$ cat config.mk
export PLATFORM = sky130hd
export DESIGN_NAME = note_sequencer_flat
export DESIGN_NICKNAME = d
export VERILOG_FILES = /design/src/rtl/note_sequencer_if.sv /design/src/rtl/note_sequencer.sv /design/src/flat_wrapper.sv
export SDC_FILE = /design/constraint.sdc
export NUM_CORES = 1
export LEC_CHECK = 0
export ABC_AREA = 0
export CORE_MARGIN = 10
export CORE_UTILIZATION = 40
export CTS_CLUSTER_SIZE = 24
export DETAILED_ROUTE_END_ITERATION = 8
export SETUP_SLACK_MARGIN = 0.05
export SYNTH_ARGS = -nofsm -noshare
export SYNTH_HDL_FRONTEND = slang
export SYNTH_SLANG_ARGS = --single-unit
export TNS_END_PERCENT = 1
$ cat constraint.sdc
create_clock -name clk -period 4 [get_ports clk]
set_clock_uncertainty 0.15 [all_clocks]
set_input_delay 1 -clock clk [delete_from_list [all_inputs] [get_ports clk]]
set_output_delay 1 -clock clk [all_outputs]
set_load 0.05 [all_outputs]
$ cat src/rtl/note_sequencer_if.sv
// Record/playback bus for note_sequencer. With NOTE_SEQ_TRANSPOSE_EN defined it also
// carries octave_shift.
interface note_sequencer_if #(
  parameter int unsigned NOTE_W = 4,
  parameter int unsigned OCT_W  = 2,
  parameter int unsigned ADDR_W = 4
) ();
  logic [NOTE_W-1:0]       note_data;
  logic [OCT_W-1:0]        octave_data;
  logic                    ld_note;
  logic                    ld_play;
  logic                    tick;
  logic                    loop_en;
  logic                    clear;
`ifdef NOTE_SEQ_TRANSPOSE_EN
  logic [OCT_W-1:0]        octave_shift;
`endif
  logic [OCT_W+NOTE_W-1:0] play_entry;
  logic                    play_valid;
  logic [ADDR_W:0]         count;
  logic                    full;
  logic                    overflow;

`ifdef NOTE_SEQ_TRANSPOSE_EN
  modport master (
    output note_data, octave_data, ld_note, ld_play, tick, loop_en, clear, octave_shift,
    input  play_entry, play_valid, count, full, overflow
  );
  modport slave (
    input  note_data, octave_data, ld_note, ld_play, tick, loop_en, clear, octave_shift,
    output play_entry, play_valid, count, full, overflow
  );
`else
  modport master (
    output note_data, octave_data, ld_note, ld_play, tick, loop_en, clear,
    input  play_entry, play_valid, count, full, overflow
  );
  modport slave (
    input  note_data, octave_data, ld_note, ld_play, tick, loop_en, clear,
    output play_entry, play_valid, count, full, overflow
  );
`endif
endinterface

$ cat src/rtl/note_sequencer.sv
// Note record/playback buffer: records {octave, note} on ld_note edges, plays one per tick.
// Optional NOTE_SEQ_TRANSPOSE_EN: saturating octave_shift applied to played entries.
module note_sequencer #(
  parameter int unsigned DEPTH  = 16,
  parameter int unsigned ADDR_W = 4,
  parameter int unsigned NOTE_W = 4,
  parameter int unsigned OCT_W  = 2
) (
  input logic            clk,
  input logic            reset,
  note_sequencer_if.slave bus
);
  localparam int unsigned EntryW = OCT_W + NOTE_W;
  localparam logic [ADDR_W:0] DepthCnt = (ADDR_W+1)'(DEPTH);

  typedef enum logic [1:0] {StIdle, StPlay, StDone} state_e;

  state_e              state_q, state_d;
  logic [ADDR_W-1:0]   wr_ptr_q, wr_ptr_d;
  logic [ADDR_W-1:0]   rd_idx_q, rd_idx_d;
  logic [ADDR_W:0]     count_q, count_d;
  logic                overflow_q, overflow_d;
  logic                valid_q, valid_d;
  logic [EntryW-1:0]   entry_q, entry_d;
  logic                ld_note_q, ld_play_q;
  logic [EntryW-1:0]   mem_q [DEPTH];

  logic                note_rise, play_rise, mem_we, is_full, rd_last;
  logic [ADDR_W-1:0]   rd_sel;
  logic [EntryW-1:0]   rd_word, rd_xf;

  assign note_rise = bus.ld_note & ~ld_note_q;
  assign play_rise = bus.ld_play & ~ld_play_q;
  assign is_full   = (count_q == DepthCnt);
  assign rd_last   = ({1'b0, rd_idx_q} == count_q - 1'b1);

  // Only two entries are ever loaded: the next one while playing, otherwise entry 0.
  assign rd_sel  = (state_q == StPlay && !rd_last) ? rd_idx_q + 1'b1 : '0;
  assign rd_word = mem_q[rd_sel];

`ifdef NOTE_SEQ_TRANSPOSE_EN
  logic [OCT_W:0] oct_sum;
  always_comb begin
    oct_sum = {1'b0, rd_word[EntryW-1:NOTE_W]} + {1'b0, bus.octave_shift};
    rd_xf   = rd_word;
    rd_xf[EntryW-1:NOTE_W] = oct_sum[OCT_W] ? '1 : oct_sum[OCT_W-1:0];
  end
`else
  assign rd_xf = rd_word;
`endif

  always_comb begin
    state_d    = state_q;
    wr_ptr_d   = wr_ptr_q;
    rd_idx_d   = rd_idx_q;
    count_d    = count_q;
    overflow_d = overflow_q;
    valid_d    = valid_q;
    entry_d    = entry_q;
    mem_we     = 1'b0;
    unique case (state_q)
      StIdle: begin
        // Starting playback wins over a same-cycle record or clear.
        if (play_rise && count_q != '0) begin
          state_d  = StPlay;
          rd_idx_d = '0;
          entry_d  = rd_xf;
          valid_d  = 1'b1;
        end else if (bus.clear) begin
          count_d    = '0;
          wr_ptr_d   = '0;
          overflow_d = 1'b0;
        end else if (note_rise) begin
          if (is_full) begin
            overflow_d = 1'b1;
          end else begin
            mem_we   = 1'b1;
            wr_ptr_d = wr_ptr_q + 1'b1;
            count_d  = count_q + 1'b1;
          end
        end
      end
      StPlay: begin
        if (!bus.ld_play) begin
          state_d = StIdle;
          valid_d = 1'b0;
        end else if (bus.tick) begin
          if (!rd_last) begin
            rd_idx_d = rd_idx_q + 1'b1;
            entry_d  = rd_xf;
          end else if (bus.loop_en) begin
            rd_idx_d = '0;
            entry_d  = rd_xf;
          end else begin
            state_d = StDone;
            valid_d = 1'b0;
          end
        end
      end
      StDone: begin
        if (!bus.ld_play) state_d = StIdle;
      end
      default: state_d = StIdle;
    endcase
  end

  always_ff @(posedge clk or posedge reset) begin
    if (reset) begin
      state_q    <= StIdle;
      wr_ptr_q   <= '0;
      rd_idx_q   <= '0;
      count_q    <= '0;
      overflow_q <= 1'b0;
      valid_q    <= 1'b0;
      entry_q    <= '0;
      ld_note_q  <= 1'b0;
      ld_play_q  <= 1'b0;
    end else begin
      state_q    <= state_d;
      wr_ptr_q   <= wr_ptr_d;
      rd_idx_q   <= rd_idx_d;
      count_q    <= count_d;
      overflow_q <= overflow_d;
      valid_q    <= valid_d;
      entry_q    <= entry_d;
      ld_note_q  <= bus.ld_note;
      ld_play_q  <= bus.ld_play;
    end
  end

  // Storage is deliberately not reset; count bounds what can be played.
  always_ff @(posedge clk) begin
    if (mem_we) mem_q[wr_ptr_q] <= {bus.octave_data, bus.note_data};
  end

  assign bus.play_entry = entry_q;
  assign bus.play_valid = valid_q;
  assign bus.count      = count_q;
  assign bus.full       = is_full;
  assign bus.overflow   = overflow_q;
endmodule

$ cat src/flat_wrapper.sv
// flat-port wrapper written by rule: the top's interface ports become plain ports
module note_sequencer_flat 
#(
  parameter int unsigned DEPTH  = 16,
  parameter int unsigned ADDR_W = 4,
  parameter int unsigned NOTE_W = 4,
  parameter int unsigned OCT_W  = 2
)
  (clk, reset, bus_note_data, bus_octave_data, bus_ld_note, bus_ld_play, bus_tick, bus_loop_en, bus_clear, bus_play_entry, bus_play_valid, bus_count, bus_full, bus_overflow);
  note_sequencer_if #(.NOTE_W(NOTE_W), .OCT_W(OCT_W), .ADDR_W(ADDR_W)) bus_i ();
  input logic clk;
  input logic reset;
  input wire logic [$bits(bus_i.note_data)-1:0] bus_note_data;
  input wire logic [$bits(bus_i.octave_data)-1:0] bus_octave_data;
  input wire logic [$bits(bus_i.ld_note)-1:0] bus_ld_note;
  input wire logic [$bits(bus_i.ld_play)-1:0] bus_ld_play;
  input wire logic [$bits(bus_i.tick)-1:0] bus_tick;
  input wire logic [$bits(bus_i.loop_en)-1:0] bus_loop_en;
  input wire logic [$bits(bus_i.clear)-1:0] bus_clear;
  output wire logic [$bits(bus_i.play_entry)-1:0] bus_play_entry;
  output wire logic [$bits(bus_i.play_valid)-1:0] bus_play_valid;
  output wire logic [$bits(bus_i.count)-1:0] bus_count;
  output wire logic [$bits(bus_i.full)-1:0] bus_full;
  output wire logic [$bits(bus_i.overflow)-1:0] bus_overflow;
  assign bus_i.note_data = bus_note_data;
  assign bus_i.octave_data = bus_octave_data;
  assign bus_i.ld_note = bus_ld_note;
  assign bus_i.ld_play = bus_ld_play;
  assign bus_i.tick = bus_tick;
  assign bus_i.loop_en = bus_loop_en;
  assign bus_i.clear = bus_clear;
  assign bus_play_entry = bus_i.play_entry;
  assign bus_play_valid = bus_i.play_valid;
  assign bus_count = bus_i.count;
  assign bus_full = bus_i.full;
  assign bus_overflow = bus_i.overflow;
  note_sequencer #(.DEPTH(DEPTH), .ADDR_W(ADDR_W), .NOTE_W(NOTE_W), .OCT_W(OCT_W)) u_core (.clk(clk), .reset(reset), .bus(bus_i));
endmodule
### Word-level counts from Yosys, hierarchy flattened

Memory sizes are Yosys's and may differ from the RTL's.
Index checks and enable logic that the tools add are counted.

* register bits: 25
* memory bits (writable): 96
* memories: 1

Memories
* u_core.mem_q: words 16, bits a word 6, read ports 1, clocked after memory_dff 0, write ports 1, line note_sequencer.sv:26 `logic [EntryW-1:0] mem_q [DEPTH];`

* add/subtract/negate cells: 4
* equal/unequal tests: 13
* muxes and demuxes: 42
* bitwise logic cells: 5
* reduce and logical (&&, ||, !) cells: 13

Operators with widths (count)
* 2-to-1 mux 4 bit: 9
* 2-to-1 mux 6 bit: 5
* 2-to-1 mux 1 bit: 15
* 2-to-1 mux 5 bit: 3
* AND reduction 5 bit: 3
* 2-to-1 mux 2 bit: 6
* case mux 6 bit (2 select lines): 1
* != test 3 bit, second input constant: 3
* adder 4 x 1 -> 4 bit, second input constant: 2
* != test 2 bit, second input constant: 4
* case mux 4 bit (2 select lines): 1
* AND reduction 4 bit: 2
* case mux 2 bit (3 select lines): 1
* nonzero test 2 bit: 3
* adder 5 x 1 -> 5 bit, second input constant: 1
* == test 4 x 5 -> 1 bit: 1
* == test 5 bit, second input constant: 1
* nonzero test 5 bit: 1
* subtractor 5 x 1 -> 5 bit, second input constant: 1
* != test 3 x 2 -> 1 bit, second input constant: 1
* NOT 1 bit: 3
* AND 1 bit: 2
* == test 2 x 1 -> 1 bit, second input constant: 1
* == test 2 bit, second input constant: 1
* 5 further kinds: 6

### Depth between registers and ports, before layout

Gate-level depths: netlist (run 1).
An unclocked memory read counts as a cell.

* word-level depth: 11
* depth in mapped cells: 10
* gate-level depth less buffers: 8

### Worst setup path before layout (run 1)

Ideal clock, no wire load.

* path type: register to register
* from: register u_core.count_q[0], in the netlist u_core.bus.count[0]
* to: memory u_core.mem_q[0][0] in the netlist's numbering, enable pin
* arrival: 2.764 ns
* required time: 3.464 ns
* path slack: 0.701 ns
* stages on the path, launching flop included: 9
* path buffers: 1
* period minus slack after synthesis: 3.299 ns
* cells stage by stage: dfrtp_1 -> inv_1 -> ha_1 -> nor4b_4 -> nor3_2 -> or3_4 -> or3_1 -> buf_6 -> nor4_1

* cells in the longest elaborated chain, start to end: 8
* elaborated cells on any way between the ends: 10

RTL lines
* start: declaration: line note_sequencer.sv:21 `logic [ADDR_W:0] count_q, count_d;`
* start signal: assignment: line note_sequencer.sv:122 `count_q <= count_d;`
* == test 5 bit: line note_sequencer.sv:34 `assign is_full = (count_q == DepthCnt);`
* 2-to-1 mux 1 bit: line note_sequencer.sv:74 `if (is_full) begin`
* 2-to-1 mux 1 bit: line note_sequencer.sv:73 `end else if (note_rise) begin`
* 2-to-1 mux 1 bit: line note_sequencer.sv:69 `end else if (bus.clear) begin`
* 2-to-1 mux 1 bit *: line note_sequencer.sv:64 `if (play_rise && count_q != '0) begin`
* 2-to-1 mux 1 bit *: line note_sequencer.sv:61 `unique case (state_q)`
* 2-to-1 mux 1 bit *: line note_sequencer.sv:133 `if (mem_we) mem_q[wr_ptr_q] <= {bus.octave_data, bus.note_data};`
* 2-to-1 mux 1 bit (not written as such) *: line note_sequencer.sv:133
* end: declaration: line note_sequencer.sv:26

Every way passes the cells marked *; elsewhere a longest branch is shown, timed or not.

### Final worst setup path (run 1)

* from: register u_core.count_q[0], in the netlist u_core.bus.count[0]
* to: output bus_full

* cells in the longest elaborated chain, start to end: 1

RTL lines
* == test 5 bit: line note_sequencer.sv:34
* end: declaration: line flat_wrapper.sv:23 `output wire logic [$bits(bus_i.full)-1:0] bus_full;`

Every way passes these cells.

==> results of run 1 <==
## layout make-up
type / instances / area, um^2
inverters: 15 / 56.3
flip-flops and latches: 121 / 3510
fillers: 1145 / 6740
repair buffers: 35 / 328
clock inverters: 15 / 200
clock buffers: 17 / 425
multi-input cells: 213 / 1660
well taps: 176 / 220
## per-layer routing
metal / share of wire (%) / vias to the layer above
met3: 6.9 / 17
li1: - / 1504
met5: 0 / -
met4: 1.8 / 0
met1: 45 / 1590
met2: 47 / 94
## worst min-delay path: stages, from the launching register on
cell and delay (ns):
dfrtp_1 0.34, a41oi_1 0.05, nor2_1 0.08
## how the worst min path moves through the flow
stage	startpoint	endpoint	slack, ns	depth (start not counted)
floorplan	u_core.rd_idx_q[3]	u_core.rd_idx_q[3]	0.36	1
global placement	u_core.bus.overflow	u_core.bus.overflow	0.34	2
detailed placement	u_core.bus.overflow	u_core.bus.overflow	0.35	2
CTS	u_core.bus.overflow	u_core.bus.overflow	0.37	2
global route	u_core.bus.overflow	u_core.bus.overflow	0.39	2
finish	u_core.bus.overflow	u_core.bus.overflow	0.36	2
## Yosys cell counts (all sizes together) (8+ instances only)
library cell	number
edfxtp	96
nand2	26
dfrtp	25
nor2	19
inv	15
mux2i	14
o211ai	13
o21ai	13
buf	11
and2	10
a21oi	8
mux4	8
nor3	8
## sequential cells by signal, summed over array words and instances (netlist names)
name	cells
u_core.bus.count	5
u_core.bus.overflow	1
u_core.bus.play_entry	6
u_core.bus.play_valid	1
u_core.ld_note_q	1
u_core.ld_play_q	1
u_core.mem_q	96
u_core.rd_idx_q	4
u_core.state_q	2
u_core.wr_ptr_q	4
## placed cells by master, fill, tap and decap left out, types with 4 or more instances in the layout
cell type	count
nor4_1	4
a21oi_1	8
mux4_2	8
edfxtp_1	96
buf_4	9
nor2_1	19
clkinv_4	5
a21boi_0	6
o22ai_1	4
nand3_1	7
a22oi_1	6
xor2_1	6
nand2_1	26
o21ai_0	13
mux2i_1	14
o211ai_1	13
and2_1	10
clkbuf_16	17
mux2_2	6
bufinv_16	4
a221o_1	6
o221ai_1	5
dfrtp_1	24
inv_1	15
nor3_1	7
clkdlybuf4s50_1	26
xnor2_1	6
ha_1	7
## cell families (layout without fill, tap and decap cells)
family	Yosys count	count (layout)	synth area share [%]
buffers and inverters	33	82	2.96
flip-flops	121	121	65.8
AO/OA/AOI/OAI	78	78	10.8
adder cells (fa/ha/maj)	7	7	1.64
AND/OR/NAND/NOR	88	88	9.49
XOR/XNOR	12	12	1.97
multiplexers	28	28	7.28
## per-stage QoR
| step | instance area [um^2] | instances |
|---|---|---|
| floorplan | 5330 | 367 |
| global placement | 5780 | 560 |
| detailed placement | 5780 | 560 |
| CTS | 6400 | 592 |
| global route | 6400 | 592 |
| finish | 6400 | 592 |
## where the power goes
group          internal, mW  switching, mW
logic                 0.257          0.423
registers              1.41         0.0359
clock network          1.04          0.547
==> impl_metrics.json, run 1 <==
{
  "status": "finished clean",
  "rsz0062_at_grt": "false",
  "hold_viol": 0,
  "synth_nets": 387,
  "cp-start-kind": "register",
  "synthCells": 367,
  "met2_usage_pct": 21.3,
  "pre_cts_ws_ns": 0.238,
  "antenna_found_initial": 0,
  "crit_chain": "inv_1 > ha_1 > nor4bb_4 > clkdlybuf4s50_1",
  "avgViaCountPerCell": 5.41,
  "setup_viol": 0,
  "synth_top_cell_by_area": "edfxtp_1",
  "htree_levels": 4,
  "die_area_um2": 18300,
  "gr-total-overflow": 0,
  "grt_pass1_vias": 3253,
  "path_max_fanout": 8,
  "crit_path_end_kind": "primary output",
  "io_buffer_count": 26,
  "async_flop_share_pct": 20.7,
  "yosys.area.top_type_share_pct": 54.1,
  "grt_start_max_net_pins": 36,
  "io_pins": 27,
  "r2r-start": "u_core.bus.count[0]",
  "synthToLayoutAreaGrowth_pct": 20.1,
  "ys_warn_count": 0,
  "grt_use_met1_pct": 18.2,
  "period_needed_ns": 3.73,
  "ff2ff_setup_slack_ns": 0.74,
  "power_mw": 3.71,
  "cts.path.max_buffers": 2,
  "cp_num_buf_inv": 2,
  "initial_utilization_pct": 40.6,
  "gp_congestion": 0.851,
  "cp.depth": 4,
  "clk_pin_slew_ns": 0.05,
  "drc": 0,
  "p_per_area_nw_per_um2": 580,
  "cts-root-buf": "clkbuf_16",
  "insertion_delay_ns": 0.41,
  "ant_nets": 0,
  "fmax_mhz": 268,
  "wirelength_um": 12300,
  "setup_slack_ns": 0.269,
  "grt_busiest_layer": "met2",
  "drv_slew": 0,
  "cpLargestDelayFamily": "buffers and inverters",
  "final_nets": 423,
  "tightest_slew_ns": 0.967,
  "grt_usage_pct": 14.1,
  "peakVddDrop_uv": 327,
  "critPathMaxStageDelay_ns": 0.89,
  "worst-setup-path-type": "reg -> out",
  "drtIter0Drc": 280,
  "netlist_area_um2": 5330,
  "drv_cap": 0,
  "crit_path_top_delay_cell": "clkdlybuf4s50_1",
  "finalCritPeriodShare_pct": 93.3,
  "seq_area_frac_synth_pct": 65.8,
  "core_area_um2": 13100,
  "p_leak_nw": 2.19,
  "startpoint": "u_core.bus.count[0]",
  "ff2ff_path_depth": 8,
  "fin_util_pct": 48.7,
  "min_path_type": "reg -> reg",
  "syn_area_per_cell_um2": 14.5,
  "drive_above_1_share_pct": 15.1,
  "first_pass_iters": 5,
  "grt_pass1_wl_um": 19200,
  "ys_ff_latch": 121,
  "fp.dieH_um": 135,
  "synth_edf_count": 96,
  "whs_ns": 0.356,
  "ys_types": 54,
  "vias": 3205,
  "cts_hold_buffers": 0,
  "endpoint": "bus_full",
  "antenna_cells": 0,
  "arrival_ns": 2.58,
  "maxSlewHeadroom_pct": 35.5,
  "cts_setup_buffers": 0,
  "cts-resized-gates": 0,
  "numCtsBuffers": 17,
  "synthFlopType": "edfxtp_1",
  "synthTopCellsByArea": "edfxtp_1 54%, dfrtp_1 12%, mux4_2 3.4%",
  "dpl.hpwl_um": 8400,
  "cp.required_ns": 2.85,
  "cts_tree": "done",
  "cts_sinks": 121,
  "regToRegEndpoint": "u_core.mem_q[1][3]",
  "wire_per_inst_um": 20.8,
  "fp.dieW_um": 135,
  "timing.setup.tns_ns": 0,
  "num_rows": 42,
  "met3_usage_pct": 4.93
}
No activity file was read; power rests on OpenSTA's default activity.
==> run 2, diff against run 1 <==
--- a/config.mk
+++ b/config.mk
@@ -10,6 +10,7 @@
 export CORE_UTILIZATION = 40
 export CTS_CLUSTER_SIZE = 24
 export DETAILED_ROUTE_END_ITERATION = 8
+export DONT_BUFFER_PORTS = 1
 export SETUP_SLACK_MARGIN = 0.05
 export SYNTH_ARGS = -nofsm -noshare
 export SYNTH_HDL_FRONTEND = slang
==> impl_metrics.json, run 2 (synthesis gave the netlist of run 1 again) <==
{
  "ant_nets": 0,
  "cts_sinks": 121,
  "drc": 0,
  "cp_num_buf_inv": 1,
  "fmax_mhz": 289,
  "crit_path_end_kind": "register",
  "cts.path.max_buffers": 2,
  "drtIter0Drc": 333,
  "critPathMaxStageDelay_ns": 0.85,
  "fin_util_pct": 46.3,
  "drv_cap": 0,
  "num_rows": 42,
  "numCtsBuffers": 17,
  "initial_utilization_pct": 40.6,
  "cts-root-buf": "clkbuf_16",
  "arrival_ns": 3.59,
  "setup_viol": 0,
  "gp_congestion": 0.924,
  "fp.dieW_um": 135,
  "hold_viol": 0,
  "p_leak_nw": 2.07,
  "multi_input_area_um2": 1660,
  "grt_start_max_net_pins": 36,
  "die_area_um2": 18300,
  "p_comb_share_pct": 13.7,
  "cts_setup_buffers": 0,
  "cts_tree": "done",
  "antenna_found_initial": 0,
  "pre_cts_ws_ns": 0.616,
  "peakVddDrop_uv": 364,
  "rsz0062_at_grt": "false",
  "gr-total-overflow": 0,
  "status": "finished clean",
  "pwr-share-seq_pct": 44.4,
  "grt_pass1_vias": 3244,
  "power_mw": 3.51,
  "p_per_area_nw_per_um2": 577,
  "regMostFlops": "u_core.mem_q",
  "core_area_um2": 13100,
  "tightest_slew_ns": 1.05,
  "grt_usage_pct": 13.9,
  "maxSlewHeadroom_pct": 29.9,
  "clkPwrFrac_pct": 41.9,
  "synthToLayoutAreaGrowth_pct": 14.2,
  "dpl.hpwl_um": 8370,
  "switching_share_pct": 27.5,
  "io_pins": 27,
  "whs_ns": 0.426,
  "wire_per_inst_um": 21.3,
  "path_max_fanout": 14,
  "drive_above_1_share_pct": 15.6,
  "worst-setup-path-type": "reg -> reg",
  "finalCritPeriodShare_pct": 86.5,
  "cpMostUsedCell": "o211ai_1",
  "period_needed_ns": 3.46,
  "insertion_delay_ns": 0.42,
  "wirelength_um": 12100,
  "p_int_mw": 2.54,
  "p_switching_uw": 964,
  "avgViaCountPerCell": 5.56,
  "setup_slack_ns": 0.540,
  "final_nets": 397,
  "crit_chain": "nor4bb_4 > buf_4 > and2_1 > o211ai_1 > nand3_1 > o221ai_1 > o211ai_1",
  "cts_hold_buffers": 0,
  "io_buffer_count": 0,
  "layout_common_cells": "96 x edfxtp_1, 26 x nand2_1, 24 x dfrtp_1, 19 x nor2_1, 17 x clkbuf_16",
  "largest_reg_flops": 96,
  "fp.dieH_um": 135,
  "clk_pin_slew_ns": 0.05,
  "min_path_type": "reg -> reg",
  "cp-start-kind": "register",
  "timing.setup.tns_ns": 0,
  "cp.required_ns": 4.13,
  "grt_pass1_wl_um": 18900,
  "htree_levels": 4,
  "crit_path_top_delay_cell": "dfrtp_1",
  "vias": 3149,
  "nFillCells": 1160,
  "final_common_cell": "edfxtp_1",
  "drv_slew": 0,
  "cpLargestDelayFamily": "compound AO/OA/AOI/OAI gates",
  "register_area_um2": 3510,
  "antenna_cells": 0,
  "first_pass_iters": 5,
  "cts-resized-gates": 0
}
run 2: changes by cell type in the layout (fill, tap and decap cells not counted):
cell             change
bufinv_16            -2
inv_6                -1
clkinv_1             -3
clkbuf_1             +5
clkinvlp_4           +1
inv_8                -1
clkbuf_8             +2
clkdlybuf4s50_1     -26
clkinv_4             -4
clkinv_2             +3
run 2: metrics by stage:
step | instances | area (um^2)
5_1_grt | 566 | 6080
3_3_place_gp | 534 | 5520
3_5_place_dp | 534 | 5520
4_1_cts | 566 | 6080
6_report | 566 | 6080
2_1_floorplan | 367 | 5330
run 2: cell type report:
| class | instances | share of cell area, % |
|---|---|---|
| repair buffers | 9 | 1.11 |
| well taps | 176 | 3.62 |
| inverters | 15 | 0.925 |
| flip-flops and latches | 121 | 57.7 |
| multi-input cells | 213 | 27.3 |
| clock inverters | 8 | 1.58 |
| clock buffers | 24 | 7.75 |
run 2: power by group through the flow:
stage | Clock [mW] | Sequential [mW] | Combinational, mW
2_1_floorplan | 0 | 1.58 | 0.350
3_3_place_gp | 0 | 1.59 | 0.477
3_5_place_dp | 0 | 1.59 | 0.480
4_1_cts | 1.49 | 1.56 | 0.482
5_1_grt | 1.55 | 1.57 | 0.526
6_report | 1.47 | 1.56 | 0.480
run 2: layer usage:
metal,wire length [um],vias to the layer above,GRT usage [%]
li1,-,1453,-
met1,5360,1595,17.6
met2,5670,89,20.7
met3,880,12,6.34
met4,161,0,4.78
met5,0,-,0
run 2: tightest hold or removal path: cells and delay by family, from the launching register on:
kind                   cells  cell delay [ns]
buffers and inverters      1             0.08
AO/OA/AOI/OAI              1             0.08
flip-flops                 1             0.37
run 2: final timing paths:
check | startpoint | to | slack (ns) | cells after the start
max in group asynchronous | reset | u_core.rd_idx_q[0] | 2.50 | 1
max | u_core.bus.count[2] | u_core.bus.play_entry[4] | 0.54 | 7
min | u_core.bus.count[1] | u_core.bus.count[1] | 0.43 | 2
min reg2reg | u_core.bus.count[1] | u_core.bus.count[1] | 0.43 | 2
max reg2reg | u_core.bus.count[2] | u_core.bus.play_entry[4] | 0.54 | 7
min in group asynchronous | reset | u_core.wr_ptr_q[3] | 0.54 | 1
==> run 3, diff against run 2 <==
--- a/config.mk
+++ b/config.mk
@@ -6,6 +6,7 @@
 export NUM_CORES = 1
 export LEC_CHECK = 0
 export ABC_AREA = 0
+export CORE_ASPECT_RATIO = 0.6
 export CORE_MARGIN = 10
 export CORE_UTILIZATION = 40
 export CTS_CLUSTER_SIZE = 24
==> impl_metrics.json, run 3 (synthesis gave the netlist of run 1 again) <==
{
  "fmax_mhz": 278,
  "final_common_cell": "edfxtp_1",
  "drtIter0Drc": 294,
  "cts.path.max_buffers": 2,
  "antenna_found_initial": 0,
  "fp.dieW_um": 169,
  "numCtsBuffers": 17,
  "drc": 0,
  "core_area_um2": 12900,
  "arrival_ns": 3.72,
  "nFillCells": 1091,
  "final_nets": 400,
  "initial_utilization_pct": 41.2,
  "ant_nets": 0,
  "setup_viol": 0,
  "cts_setup_buffers": 0,
  "path_max_fanout": 14,
  "p_leak_nw": 2.11,
  "cp-start-kind": "register",
  "gr-total-overflow": 0,
  "power_mw": 3.65,
  "startpoint": "u_core.bus.count[2]",
  "cts-resized-gates": 0,
  "largest_reg_flops": 96,
  "hold_viol": 0,
  "grt_pass1_vias": 2971,
  "die_area_um2": 18500,
  "cts-root-buf": "clkbuf_16",
  "drive_above_1_share_pct": 17.6,
  "timing.setup.tns_ns": 0,
  "wire_per_inst_um": 23.0,
  "ff2ff_path_depth": 6,
  "cp.required_ns": 4.12,
  "fp.dieH_um": 109,
  "wirelength_um": 13000,
  "drv_cap": 0,
  "maxSlewHeadroom_pct": 28.7,
  "period_needed_ns": 3.60,
  "r2r-start": "u_core.bus.count[2]",
  "min_path_type": "reg -> reg",
  "clk_pin_slew_ns": 0.06,
  "endpoint": "u_core.bus.play_entry[2]",
  "io_buffer_count": 0,
  "worst-setup-path-type": "reg -> reg",
  "first_pass_iters": 5,
  "tightest_slew_ns": 1.07,
  "antenna_cells": 0,
  "rsz0062_at_grt": "false",
  "synthToLayoutAreaGrowth_pct": 15.4,
  "drv_slew": 0,
  "io_pins": 27,
  "vias": 3246,
  "avgViaCountPerCell": 5.77,
  "layout_common_cells": "96 x edfxtp_1, 26 x nand2_1, 24 x dfrtp_1, 19 x nor2_1, 17 x clkbuf_16",
  "status": "finished clean",
  "p_per_area_nw_per_um2": 593,
  "grt_usage_pct": 14.2,
  "grt_pass1_wl_um": 19200,
  "cts_hold_buffers": 0,
  "dpl.hpwl_um": 9050,
  "regToRegEndpoint": "u_core.bus.play_entry[2]",
  "cts_sinks": 121,
  "ff2ff_setup_slack_ns": 0.40,
  "htree_levels": 4,
  "regMostFlops": "u_core.mem_q",
  "crit_path_end_kind": "register",
  "gp_congestion": 0.890,
  "peakVddDrop_uv": 350,
  "insertion_delay_ns": 0.42,
  "cts_tree": "done",
  "grt_start_max_net_pins": 36,
  "finalCritPeriodShare_pct": 90.0,
  "num_rows": 32
}
run 3: cell types whose count changed in the layout (fill, tap and decap cells not counted), sizes merged:
| cell | delta |
|---|---|
| clkbuf | -7 |
| inv | +6 |
| bufinv | +1 |
| buf | +3 |
run 3: worst min-delay path by stage:
stage	from	end	slack (ns)	cells past startpoint
finish	u_core.wr_ptr_q[0]	u_core.wr_ptr_q[0]	0.43	1
global placement	u_core.bus.count[1]	u_core.bus.count[1]	0.40	2
CTS	u_core.wr_ptr_q[0]	u_core.wr_ptr_q[0]	0.43	1
detailed placement	u_core.rd_idx_q[3]	u_core.rd_idx_q[3]	0.41	1
global route	bus_ld_play	u_core.ld_play_q	0.45	0
floorplan	u_core.rd_idx_q[3]	u_core.rd_idx_q[3]	0.36	1
run 3: final cells by class:
type                    count  area, um^2  share of cell area [%]
repair buffers             12        90.1                    1.47
flip-flops and latches    121        3510                    57.1
inverters                  15        56.3                   0.916
clock inverters            15         191                    3.11
clock buffers              17         425                    6.92
multi-input cells         213        1660                    27.0
well taps                 170         213                    3.46
run 3: per-stage QoR:
stage          cell area, um^2  utilization, %  hold slack (ns)  worst slack (ns)  std cells
2_1_floorplan             5330               -            0.361             0.701        367
3_3_place_gp              5530            42.8            0.404             0.547        531
3_5_place_dp              5530            42.8            0.411             0.561        531
4_1_cts                   6150            47.5            0.425             0.502        563
5_1_grt                   6150            47.5            0.446             0.337        563
6_report                  6150            47.5            0.426             0.399        563
run 3: worst max-delay path: stages (launching register included):
cell      delay [ns]
dfrtp_1         0.87
nor4bb_4        0.26
and2_1          0.25
o211ai_1        0.85
nand3_1         0.42
o221ai_1        0.48
o211ai_1        0.17
run 3: power breakdown:
part	total, mW	leakage, nW	internal [mW]	switching, mW
clock	1.60	0.302	0.995	0.602
sequential	1.57	1.19	1.41	0.163
combinational	0.482	0.618	0.194	0.288
run 3: routing by layer:
layer  vias up  global-route usage, %  wire (um)
met2       150                   17.8       5170
li1       1457                      -          -
met1      1621                   21.8       6410
met5         -                      0          0
met4         0                   4.36        145
met3        18                   4.99       1240
